<file path="config.mk">
export PLATFORM = sky130hd
export DESIGN_NAME = sounder_frame_streamer_flat
export DESIGN_NICKNAME = d
export VERILOG_FILES = /design/src/rtl/sounder_frame_streamer_if.sv /design/src/rtl/sounder_frame_streamer.sv /design/src/flat_wrapper.sv
export SDC_FILE = /design/constraint.sdc
export NUM_CORES = 1
export LEC_CHECK = 0
export BUFFER_PORTS_ARGS = -buffer_cell sky130_fd_sc_hd__buf_2
export CAP_MARGIN = 20
export CORE_MARGIN = 2
export CORE_UTILIZATION = 25
export DETAILED_ROUTE_END_ITERATION = 12
export PLACE_DENSITY = 0.49
export SLEW_MARGIN = 20
export SYNTH_ARGS = -nofsm -noshare
export SYNTH_HDL_FRONTEND = slang
export SYNTH_SLANG_ARGS = --single-unit
</file>
<file path="constraint.sdc">
create_clock -name m00_axis_aclk -period 3.9 [get_ports m00_axis_aclk]
set_clock_uncertainty 0.05 [all_clocks]
set_input_delay 0.78 -clock m00_axis_aclk [delete_from_list [all_inputs] [get_ports m00_axis_aclk]]
set_output_delay 0.78 -clock m00_axis_aclk [all_outputs]
set_load 0.1 [all_outputs]
</file>
<file path="src/rtl/sounder_frame_streamer_if.sv">
// Stream and BRAM read-port bundle for the sounding-frame streamer.
// The master side owns the AXI4-Stream outputs and drives the BRAM read port.
interface sounder_frame_streamer_if #(
  parameter int DATA_WIDTH = 96,
  parameter int ADDR_WIDTH = 10
);
  logic [DATA_WIDTH-1:0] M00_AXIS_tdata;
  logic                  M00_AXIS_tvalid;
  logic                  M00_AXIS_tready;
  logic                  M00_AXIS_tlast;
  logic                  bram_en;
  logic [ADDR_WIDTH-1:0] bram_addr;
  logic [DATA_WIDTH-1:0] bram_dout;

  modport master (
    output M00_AXIS_tdata, M00_AXIS_tvalid, M00_AXIS_tlast,
    input  M00_AXIS_tready,
    output bram_en, bram_addr,
    input  bram_dout
  );

  modport slave (
    input  M00_AXIS_tdata, M00_AXIS_tvalid, M00_AXIS_tlast,
    output M00_AXIS_tready,
    input  bram_en, bram_addr,
    output bram_dout
  );
endinterface

</file>
<file path="src/rtl/sounder_frame_streamer.sv">
// Plays a stored frame from a BRAM read port out as an AXI4-Stream, FRAME_LEN beats
// with TLAST on the final beat, then a fixed idle gap before the next frame.
module sounder_frame_streamer #(
  parameter int DATA_WIDTH = 96,
  parameter int ADDR_WIDTH = 10,
  parameter int FRAME_LEN  = 1024,
  parameter int GAP_CYCLES = 65,
  parameter int CNT_WIDTH  = 16
) (
  input  logic                     m00_axis_aclk,
  input  logic                     m00_axis_aresetn,
  input  logic                     enable,
  sounder_frame_streamer_if.master m_if,
  output logic                     busy,
  output logic [CNT_WIDTH-1:0]     frame_count,
  output logic [1:0]               o_dbg_state
);
  // Handshake: a beat moves on a cycle where tvalid and tready are both high. tvalid,
  // tdata and tlast are register outputs that hold until that transfer; tready only
  // steers the BRAM read issue, never the stream outputs.

  localparam int AW1 = ADDR_WIDTH + 1;
  localparam int GW  = (GAP_CYCLES > 1) ? $clog2(GAP_CYCLES) : 1;
  localparam logic [AW1-1:0] LAST_ADDR = AW1'(FRAME_LEN - 1);
  localparam logic [AW1-1:0] END_ADDR  = AW1'(FRAME_LEN);
  localparam logic [GW-1:0]  GAP_LAST  = (GAP_CYCLES > 0) ? GW'(GAP_CYCLES - 1) : '0;

  typedef enum logic [1:0] {
    S_IDLE   = 2'd0,
    S_STREAM = 2'd1,
    S_GAP    = 2'd2
  } state_t;

  state_t                r_state;
  state_t                w_next;
  logic [AW1-1:0]        r_rd_addr;
  logic [GW-1:0]         r_gap_cnt;
  logic                  r_inflight;
  logic                  r_inflight_last;
  logic [DATA_WIDTH-1:0] r_buf_data [2];
  logic [1:0]            r_buf_last;
  logic [1:0]            r_occ;
  logic [CNT_WIDTH-1:0]  r_frame_count;

  logic                  w_pop;
  logic                  w_push;
  logic                  w_issue;
  logic                  w_last_xfer;
  logic [1:0]            w_room;
  logic                  w_wr_idx;

  assign w_pop       = (r_occ != 2'd0) && m_if.M00_AXIS_tready;
  assign w_push      = r_inflight;
  assign w_last_xfer = w_pop && r_buf_last[0];
  // Slots committed for next cycle: entries left after this cycle's pop plus the read
  // returning now. Counting the pop keeps one read per cycle when the sink never stalls.
  assign w_room      = r_occ - {1'b0, w_pop} + {1'b0, r_inflight};
  assign w_issue     = (r_state == S_STREAM) && (r_rd_addr < END_ADDR) && (w_room < 2'd2);
  assign w_wr_idx    = 1'(r_occ - {1'b0, w_pop});

  always_ff @(posedge m00_axis_aclk or negedge m00_axis_aresetn) begin
    if (!m00_axis_aresetn) begin
      r_state <= S_IDLE;
    end else begin
      r_state <= w_next;
    end
  end

  always_comb begin
    w_next = r_state;
    unique case (r_state)
      S_IDLE: begin
        if (enable) w_next = S_STREAM;
      end
      S_STREAM: begin
        if (w_last_xfer) begin
          if (GAP_CYCLES > 0)  w_next = S_GAP;
          else if (!enable)    w_next = S_IDLE;
        end
      end
      S_GAP: begin
        if (r_gap_cnt == GAP_LAST) w_next = enable ? S_STREAM : S_IDLE;
      end
      default: w_next = S_IDLE;
    endcase
  end

  always_ff @(posedge m00_axis_aclk or negedge m00_axis_aresetn) begin
    if (!m00_axis_aresetn) begin
      r_rd_addr       <= '0;
      r_gap_cnt       <= '0;
      r_inflight      <= 1'b0;
      r_inflight_last <= 1'b0;
      r_frame_count   <= '0;
    end else begin
      // The address restarts whenever a frame is not being fetched, so every frame
      // begins at zero whether it follows IDLE, GAP or a zero-length gap.
      if ((r_state != S_STREAM) || w_last_xfer) begin
        r_rd_addr <= '0;
      end else if (w_issue) begin
        r_rd_addr <= r_rd_addr + 1'b1;
      end
      r_gap_cnt       <= (r_state == S_GAP) ? r_gap_cnt + 1'b1 : '0;
      r_inflight      <= w_issue;
      r_inflight_last <= w_issue && (r_rd_addr == LAST_ADDR);
      if (w_last_xfer) r_frame_count <= r_frame_count + 1'b1;
    end
  end

  // Two-entry output buffer: entry 0 is the head presented on the stream.
  always_ff @(posedge m00_axis_aclk or negedge m00_axis_aresetn) begin
    if (!m00_axis_aresetn) begin
      r_buf_data[0] <= '0;
      r_buf_data[1] <= '0;
      r_buf_last    <= '0;
      r_occ         <= '0;
    end else begin
      r_occ <= r_occ - {1'b0, w_pop} + {1'b0, w_push};
      if (w_pop) begin
        r_buf_data[0] <= r_buf_data[1];
        r_buf_last[0] <= r_buf_last[1];
      end
      if (w_push) begin
        r_buf_data[w_wr_idx] <= m_if.bram_dout;
        r_buf_last[w_wr_idx] <= r_inflight_last;
      end
    end
  end

  assign m_if.bram_en         = w_issue;
  assign m_if.bram_addr       = r_rd_addr[ADDR_WIDTH-1:0];
  assign m_if.M00_AXIS_tvalid = (r_occ != 2'd0);
  assign m_if.M00_AXIS_tdata  = r_buf_data[0];
  assign m_if.M00_AXIS_tlast  = r_buf_last[0] && (r_occ != 2'd0);
  assign busy                 = (r_state != S_IDLE);
  assign frame_count          = r_frame_count;
  assign o_dbg_state          = r_state;

endmodule

</file>
<file path="src/flat_wrapper.sv">
// flat-port wrapper written by rule: the top's interface ports become plain ports
module sounder_frame_streamer_flat 
#(
  parameter int DATA_WIDTH = 96,
  parameter int ADDR_WIDTH = 10,
  parameter int FRAME_LEN  = 1024,
  parameter int GAP_CYCLES = 65,
  parameter int CNT_WIDTH  = 16
)
  (m00_axis_aclk, m00_axis_aresetn, enable, busy, frame_count, o_dbg_state, m_if_M00_AXIS_tdata, m_if_M00_AXIS_tvalid, m_if_M00_AXIS_tlast, m_if_M00_AXIS_tready, m_if_bram_en, m_if_bram_addr, m_if_bram_dout);
  sounder_frame_streamer_if #(.DATA_WIDTH(DATA_WIDTH), .ADDR_WIDTH(ADDR_WIDTH)) m_if_i ();
  input  logic m00_axis_aclk;
  input  logic m00_axis_aresetn;
  input  logic enable;
  output logic busy;
  output logic [CNT_WIDTH-1:0] frame_count;
  output logic [1:0] o_dbg_state;
  output wire logic [$bits(m_if_i.M00_AXIS_tdata)-1:0] m_if_M00_AXIS_tdata;
  output wire logic [$bits(m_if_i.M00_AXIS_tvalid)-1:0] m_if_M00_AXIS_tvalid;
  output wire logic [$bits(m_if_i.M00_AXIS_tlast)-1:0] m_if_M00_AXIS_tlast;
  input wire logic [$bits(m_if_i.M00_AXIS_tready)-1:0] m_if_M00_AXIS_tready;
  output wire logic [$bits(m_if_i.bram_en)-1:0] m_if_bram_en;
  output wire logic [$bits(m_if_i.bram_addr)-1:0] m_if_bram_addr;
  input wire logic [$bits(m_if_i.bram_dout)-1:0] m_if_bram_dout;
  assign m_if_M00_AXIS_tdata = m_if_i.M00_AXIS_tdata;
  assign m_if_M00_AXIS_tvalid = m_if_i.M00_AXIS_tvalid;
  assign m_if_M00_AXIS_tlast = m_if_i.M00_AXIS_tlast;
  assign m_if_i.M00_AXIS_tready = m_if_M00_AXIS_tready;
  assign m_if_bram_en = m_if_i.bram_en;
  assign m_if_bram_addr = m_if_i.bram_addr;
  assign m_if_i.bram_dout = m_if_bram_dout;
  sounder_frame_streamer #(.DATA_WIDTH(DATA_WIDTH), .ADDR_WIDTH(ADDR_WIDTH), .FRAME_LEN(FRAME_LEN), .GAP_CYCLES(GAP_CYCLES), .CNT_WIDTH(CNT_WIDTH)) u_core (.m00_axis_aclk(m00_axis_aclk), .m00_axis_aresetn(m00_axis_aresetn), .enable(enable), .m_if(m_if_i), .busy(busy), .frame_count(frame_count), .o_dbg_state(o_dbg_state));
endmodule
</file>
# After elaboration in Yosys (flattened, before gate mapping)
# Index checks and enable logic that the tools add are counted.
# totals
n_memories	0
elab_cells	63
output_inout_bits	128
regBits	234
rom_bits	0
latch_bits	0
inputBits	100
ramBits	0
# classes
shifts	0
n_lt_le_gt_ge	6
multipliers	0
div_mod_pow	0
addsub	5
n_eq_ne	8
reduce_logical	14
n_mux	18
bitwise	1
# ops
op	count
bitwise mux 192 bit	1
two-way mux 192 bit	1
two-way mux 96 bit	2
demux 96 bit (select 1 bit)	1
two-way mux 11 bit	2
adder 16 x 1 -> 16 bit, second input constant	1
adder 11 x 1 -> 11 bit, second input constant	1
equality test 11 x 10 -> 1 bit, second input constant	1
< comparator 11 bit, second input constant	1
logical AND 1 bit	8
adder 7 x 1 -> 7 bit, second input constant	1
equality test 7 bit, second input constant	1
two-way mux 7 bit	1
two-way mux 2 bit	3
inequality test 2 x 1 -> 1 bit, second input constant	3
case mux 2 bit (3 select lines)	1
nonzero test 2 bit	3
two-way mux 1 bit	4
AND reduction 3 bit	1
adder 2 x 1 -> 2 bit	1
bitwise mux 2 bit	1
equality test 2 x 1 -> 1 bit, second input constant	1
equality test 2 bit, second input constant	1
>= comparator 2 bit, second input constant	1
10 further kinds	10

# Logic depth before layout (Yosys ltp)
# Gate-level depths: netlist of the first run.
# depth
depth_word	10
mapped_depth	13
mapped_depth_nobuf	10

# Worst setup path before layout of the first run
# No wires, ideal clock.
# synth_path
kind	register -> output
from	register u_core.r_occ[1]
to	output m_if_bram_en
stages_incl_launch_ff	13
setup_slack_ns	0.063
arrival_time_ns	3.007
n_path_buf	3
required_ns	3.070
cell_sequence	dfrtp_1 or2_1 buf_2 nand2_8 buf_12 inv_2 ha_1 inv_1 ha_1 clkbuf_1 xnor3_2 nand2_2 inv_1
# synth_via
elab_chain_len	6
# synth_rtl
item	line_no	text
start: declaration	sounder_frame_streamer.sv:42	logic [1:0] r_occ;
start signal: assignment	sounder_frame_streamer.sv:118	r_occ <= r_occ - {1'b0, w_pop} + {1'b0, w_push};
nonzero test 2 bit	--	
net m_if_M00_AXIS_tvalid	flat_wrapper.sv:19	output wire logic [$bits(m_if_i.M00_AXIS_tvalid)-1:0] m_if_M00_AXIS_tvalid;
logical AND 1 bit	sounder_frame_streamer.sv:52	assign w_pop = (r_occ != 2'd0) && m_if.M00_AXIS_tready;
subtractor 2 x 1 -> 2 bit	sounder_frame_streamer.sv:57	assign w_room = r_occ - {1'b0, w_pop} + {1'b0, r_inflight};
adder 2 x 1 -> 2 bit	sounder_frame_streamer.sv:57	
< comparator 2 bit	sounder_frame_streamer.sv:58	assign w_issue = (r_state == S_STREAM) && (r_rd_addr < END_ADDR) && (w_room < 2'd2);
logical AND 1 bit	sounder_frame_streamer.sv:58	
end: declaration	flat_wrapper.sv:22	output wire logic [$bits(m_if_i.bram_en)-1:0] m_if_bram_en;
# The timed path passes the listed nets, and every way through them passes these cells.

# Worst setup path after layout of the first run
# layout_path
from	register u_core.r_occ[1]
to	output m_if_bram_en
# layout_via
elab_chain_len	6
# layout_rtl
item	line_no
nonzero test 2 bit	sounder_frame_streamer.sv:52
logical AND 1 bit	sounder_frame_streamer.sv:52
subtractor 2 x 1 -> 2 bit *	sounder_frame_streamer.sv:57
adder 2 x 1 -> 2 bit *	sounder_frame_streamer.sv:57
< comparator 2 bit *	sounder_frame_streamer.sv:58
logical AND 1 bit *	sounder_frame_streamer.sv:58
# Mark *: on every way between the ends. The rest lies on a longest branch, timed or not.

==> metrics.cfg, run 1 <==
[synthesis]
syn_avg_cell_area_um2 = 11.9
syn_area_um2 = 10800
synth_edf_count = 0
synth.top_cell.area_share = 0.544
ys_warn_count = 0
netlist_top_cells_area = dfrtp_1 54%, mux2_2 10%, mux2i_1 9.0%
postSynthCellCount = 904
yosys.area.top_type = dfrtp_1
synth.most_common_cell = dfrtp_1
ys_seq_elements = 234
synth.distinct_cells = 43
netlist_top_cells_count = 234 x dfrtp_1, 110 x nand2_1, 106 x buf_4
yosysSeqAreaShare = 0.544
synth_nets = 1010
ys_async_sr_fraction = 1.00
synthFlopType = dfrtp_1

[floorplanning]
dieWidth_um = 212
die_y_um = 212
start_util = 0.252
placementRows = 76
coreArea_um2 = 42800
ios = 228
die_area_um2 = 44800

[clock_tree]
hold_buffers = 0
cts_buffers = 29
cts.path.max_buffers = 3
cts_root_buf = clkbuf_16
cts_resized = 0
cts_tree = built
clk_pin_slew_ps = 60
postCtsSetupBuffers = 0
h-tree-depth = 1
clock-sinks = 234
clock_latency_ps = 550

[grt]
overflow = 0
grt_pass1_vias = 6848
grt_antenna_before_repair = 5
grt_max_degree = 115
grt_pass1_wl_mm = 38.7
grt_usage = 0.108

[sta]
slew_headroom = 0.405
hold_violations = 0
min_period_over_period = 0.923
rsz0062_at_grt = no
worst_slew_pin_slew_ps = 893
min_period_ps = 3600
max_freq_mhz = 278
tns_ps = 0
drv_slew = 0
finalWorstSetupSlack_ps = 299
hold_ws_ps = 250
setup_viol = 0

[drt]
viasPerCell = 4.23
wl_per_cell_um = 15.2
wirelength_mm = 24.2
ant_nets = 0
drc = 0
drtPass1Iterations = 4
routed-via-count = 6734
drt-initial-drc-count = 322

[critical_path]
critPathMaxStageDelay_ps = 440
path_class = flop to output pin
crit_slowest_cell = dfrtp_1
cp_data_arrival_time_ps = 2770
critical_path_buf_inv_count = 4
r2r_cells = 6
cp_data_required_time_ps = 3070
r2r-end = u_core.m_if.M00_AXIS_tdata[92]
rrSetupSlack_ps = 1060
crit_chain = or2_1 > nand2_8 > inv_2 > ha_1 > inv_1 > ha_4 > xnor3_2 > nand2_2 > inv_1 > buf_12
cp.depth = 10
cp-endpoint = m_if_bram_en
critPathTopFamily = simple AND/OR/NAND/NOR gates
cp_common_cell = inv_1
start_kind = flop
critPathLaunch = u_core.r_occ[1]
crit_fanout = 8
end_kind = output pin
rr_startpoint = u_core.r_occ[1]

[placement]
dpl.hpwl_mm = 15.4
postPlaceCellArea_um2 = 11700
place_congestion = 0.758
dp.cells = 1537
io_buffer_count = 227
place_ws_ps = 623

[finish]
syn2layout_area_growth_pct = 18.0
final-instance-count-excl-fill = 1591
layout.nets = 1128
fin_area_um2 = 12700
fillCellCount = 4405
multiInputGateArea_um2 = 3820
seqCellArea_um2 = 5860
fin_util = 0.297
drive_above_1_share = 0.376

[outcome]
status = complete, no violations

[pwr]
total_power_mw = 5.87
power-per-cell-area_nw_per_um2 = 462
p_leak_nw = 6.67
vdd_drop_max_v = 0.000273

[flow_run]
drv_cap = 0

[hold_path]
hp-class = input pin to asynchronous set/reset pin

## cell type report
type	count	share of cell area
Antenna cell	1	0.000197
Clock buffer	41	0.0662
Clock inverter	12	0.0136
Inverter	9	0.00266
Multi-Input combinational cell	512	0.301
Sequential cell	234	0.461
Tap cell	546	0.0538
Timing Repair Buffer	236	0.102
## state kept, by name, summed over array words and instances, names as in the netlist
name / count
u_core.r_buf_last: 2
u_core.r_rd_addr: 11
u_core.r_buf_data: 96
u_core.r_occ: 2
u_core.o_dbg_state: 2
u_core.r_gap_cnt: 7
u_core.r_inflight_last: 1
u_core.frame_count: 16
u_core.r_inflight: 1
u_core.m_if.M00_AXIS_tdata: 96
## cells by family after synthesis
kind of cell,Yosys count,synth area share
compound gates,111,0.0541
xor+xnor,26,0.0225
fa+ha+maj,6,0.00697
buf+inv,158,0.103
flops,234,0.544
mux,194,0.192
simple gates,175,0.0780
## worst register-to-register path, cell delays in order (launching register included)
cell	delay [ps]
dfrtp_1	440
or2_1	340
nand2_8	110
buf_6	620
buf_4	780
mux2i_1	280
o21ai_0	90
## placed cells by master, fill, tap and decap left out, types with 11 or more instances in the layout
master | synthesis | routed
buf_2 | 7 | 225
nor2_1 | 16 | 16
o21ai_1 | 32 | 32
xnor2_1 | 14 | 14
mux2_2 | 97 | 97
dfrtp_1 | 234 | 234
xor2_1 | 11 | 11
mux2i_1 | 97 | 97
o21ai_0 | 70 | 70
clkbuf_16 | 0 | 29
nand2_1 | 110 | 110
nand3_1 | 13 | 13
## worst min path at each step
stage                           startpoint                        endpoint  slack [ps]  cells past startpoint
floorplan              u_core.r_gap_cnt[0]             u_core.r_gap_cnt[0]         400                      1
global placement    u_core.frame_count[15]          u_core.frame_count[15]         410                      1
detailed placement  u_core.frame_count[15]          u_core.frame_count[15]         410                      1
CTS                       m00_axis_aresetn  u_core.m_if.M00_AXIS_tdata[84]         280                      1
global route              m00_axis_aresetn           u_core.r_buf_data[84]         290                      1
finish                    m00_axis_aresetn           u_core.r_buf_data[84]         250                      1
## layer usage
metal	GRT usage	part of all wire	vias to the layer above
met2	0.178	0.46	158
met5	0	0.0022	-
met3	0.0319	0.071	40
met4	0.0277	0.017	8
li1	-	-	3222
met1	0.139	0.45	3306
## report_power, final
part / internal (mW) / switching, mW / total, mW / leakage [nW]
Clock: 1.76 / 1.07 / 2.83 / 0.495
Sequential: 2.44 / 0.0164 / 2.46 / 3.24
Combinational: 0.220 / 0.360 / 0.581 / 2.93
Power figures use the tool's default switching activity.
==> run 2: changes to the inputs <==
==> constraint.sdc (replaced) <==
create_clock -name m00_axis_aclk -period 3.9 [get_ports m00_axis_aclk]
set_clock_uncertainty 0.05 [all_clocks]
set_input_delay 0.39 -clock m00_axis_aclk [delete_from_list [all_inputs] [get_ports m00_axis_aclk]]
set_output_delay 0.39 -clock m00_axis_aclk [all_outputs]
set_load 0.1 [all_outputs]
==> run 2 against run 1 <==
Compared with the run above:
- clock power shrank 7.8%
- hold slack worse by 210 ps
- sequential cell count unchanged
- non-clock buffer count rose by 94
- highest routed layer is now met4
==> metrics.cfg, run 2 (synthesis gave the netlist of run 1 again) <==
[critical_path]
path_class = flop to output pin
cp_common_cell = inv_1
critical_path_buf_inv_count = 4
critPathTopFamily = simple AND/OR/NAND/NOR gates
cp_data_arrival_time_ps = 2870
crit_chain = or2_1 > nand2_8 > inv_2 > ha_1 > inv_1 > ha_4 > xnor3_2 > nand2_2 > inv_1 > buf_12
crit_fanout = 12
cp_data_required_time_ps = 3460
critPathMaxStageDelay_ps = 440
end_kind = output pin
start_kind = flop
crit_slowest_cell = dfrtp_1

[clock_tree]
clock-sinks = 234
postCtsSetupBuffers = 0
cts_tree = built
clock_latency_ps = 550
h-tree-depth = 1
cts.path.max_buffers = 3
cts_root_buf = clkbuf_16
clk_pin_slew_ps = 60
cts_buffers = 29

[sta]
hold_violations = 0
setup_viol = 0
max_freq_mhz = 302
drv_slew = 0
min_period_ps = 3310
rsz0062_at_grt = no
worst_slew_pin_slew_ps = 1000
tns_ps = 0
min_period_over_period = 0.848
slew_headroom = 0.332

[floorplanning]
start_util = 0.252
placementRows = 76
dieWidth_um = 212
die_area_um2 = 44800
die_y_um = 212
coreArea_um2 = 42800
ios = 228

[pwr]
vdd_drop_max_v = 0.000273
p_leak_nw = 7.00
internal-power_mw = 4.32
switching_share = 0.246
p_sw_mw = 1.41
p_clk_frac = 0.456
power-per-cell-area_nw_per_um2 = 423
power.share.combinational = 0.114
total_power_mw = 5.72
pwr-share-seq = 0.429

[finish]
drive_above_1_share = 0.338
layout_commonest_cell = dfrtp_1
mostFrequentLayoutCells = 234 x dfrtp_1, 225 x buf_2, 110 x nand2_1
fillCellCount = 4380
syn2layout_area_growth_pct = 25.6
layout.nets = 1222

[drt]
ant_nets = 0
drtPass1Iterations = 4
wirelength_mm = 24.4
drc = 0
wl_per_cell_um = 14.5
routed-via-count = 7096
drt-initial-drc-count = 290
viasPerCell = 4.22

[flow_run]
drv_cap = 0

[grt]
grt_usage = 0.111
grt_pass1_vias = 7353
grt_antenna_before_repair = 2
grt_max_degree = 195
grt_pass1_wl_mm = 39.9
overflow = 0

[placement]
place_congestion = 0.755
dpl.hpwl_mm = 15.2
io_buffer_count = 227

[outcome]
status = complete, no violations

[hold_path]
hp-class = input pin to flop

run 2: changes by cell type in the layout (fill, tap and decap cells not counted):
cell	delta
clkinv_2	-4
diode_2	+1
buf_4	+2
buf_6	-1
clkbuf_1	+4
bufinv_16	-2
clkbuf_8	-1
dlygate4sd3_1	+95
buf_12	-2
inv_6	-2
run 2: path summary, 6_finish.rpt:
| check | startpoint | endpoint | slack (ps) | cells past startpoint |
|---|---|---|---|---|
| worst max-delay path | u_core.r_occ[1] | m_if_bram_en | 590 | 10 |
| worst min-delay path | m_if_bram_dout[9] | u_core.m_if.M00_AXIS_tdata[9] | 40 | 3 |
| worst max register to register | u_core.r_occ[1] | u_core.r_buf_data[35] | 1140 | 8 |
| worst min register to register | u_core.r_gap_cnt[0] | u_core.r_gap_cnt[0] | 420 | 1 |
| max in group asynchronous | m00_axis_aresetn | u_core.r_buf_data[42] | 2310 | 3 |
| min in group asynchronous | m00_axis_aresetn | u_core.m_if.M00_AXIS_tdata[79] | 470 | 2 |
run 2: stage by stage:
stage | util | instances | worst slack [ps] | hold slack [ps] | instance area [um^2]
6_report | 0.316 | 1681 | 594 | 43.4 | 13500
5_1_grt | 0.316 | 1680 | 348 | 28.3 | 13500
4_1_cts | 0.316 | 1679 | 527 | 2.83 | 13500
2_1_floorplan | - | 904 | 453 | 44.4 | 10800
3_3_place_gp | 0.272 | 1536 | 1170 | 409 | 11600
3_5_place_dp | 0.272 | 1536 | 1150 | 417 | 11600
run 2: repair_timing:
action	CTS	global route
hold endpoints to repair	229	0
hold buffers	95	0
gates resized for setup	0	0
run 2: area by class of cell:
cell class              count  area (um^2)  share of cell area
diodes                      2         5.00            0.000370
multi-input cells         512         3820               0.282
clock buffers              44          842              0.0623
repair buffers            330         2210               0.163
clock inverters             4         75.1             0.00555
inverters                   9         33.8             0.00250
flip-flops and latches    234         5860               0.433
well taps                 546          683              0.0505
run 2: routing by layer:
layer  GRT usage  wire (um)
met1       0.146      11100
met2       0.179      11200
met3      0.0282       1580
met4      0.0313        505
met5           0          0
run 2: power by group through the flow:
stage | clock (mW) | sequential [mW] | combinational [mW]
6_report | 2.61 | 2.46 | 0.655
3_3_place_gp | 0 | 2.50 | 0.592
2_1_floorplan | 0 | 2.50 | 0.448
3_5_place_dp | 0 | 2.50 | 0.596
5_1_grt | 2.83 | 2.46 | 0.714
4_1_cts | 2.74 | 2.46 | 0.674
run 2: worst register-to-register path: cells and delay by family, from the launching register on:
family        cells  cell delay, ps
simple gates      2             520
flops             1             440
buf+inv           3             490
mux               1             720
fa+ha+maj         2             430
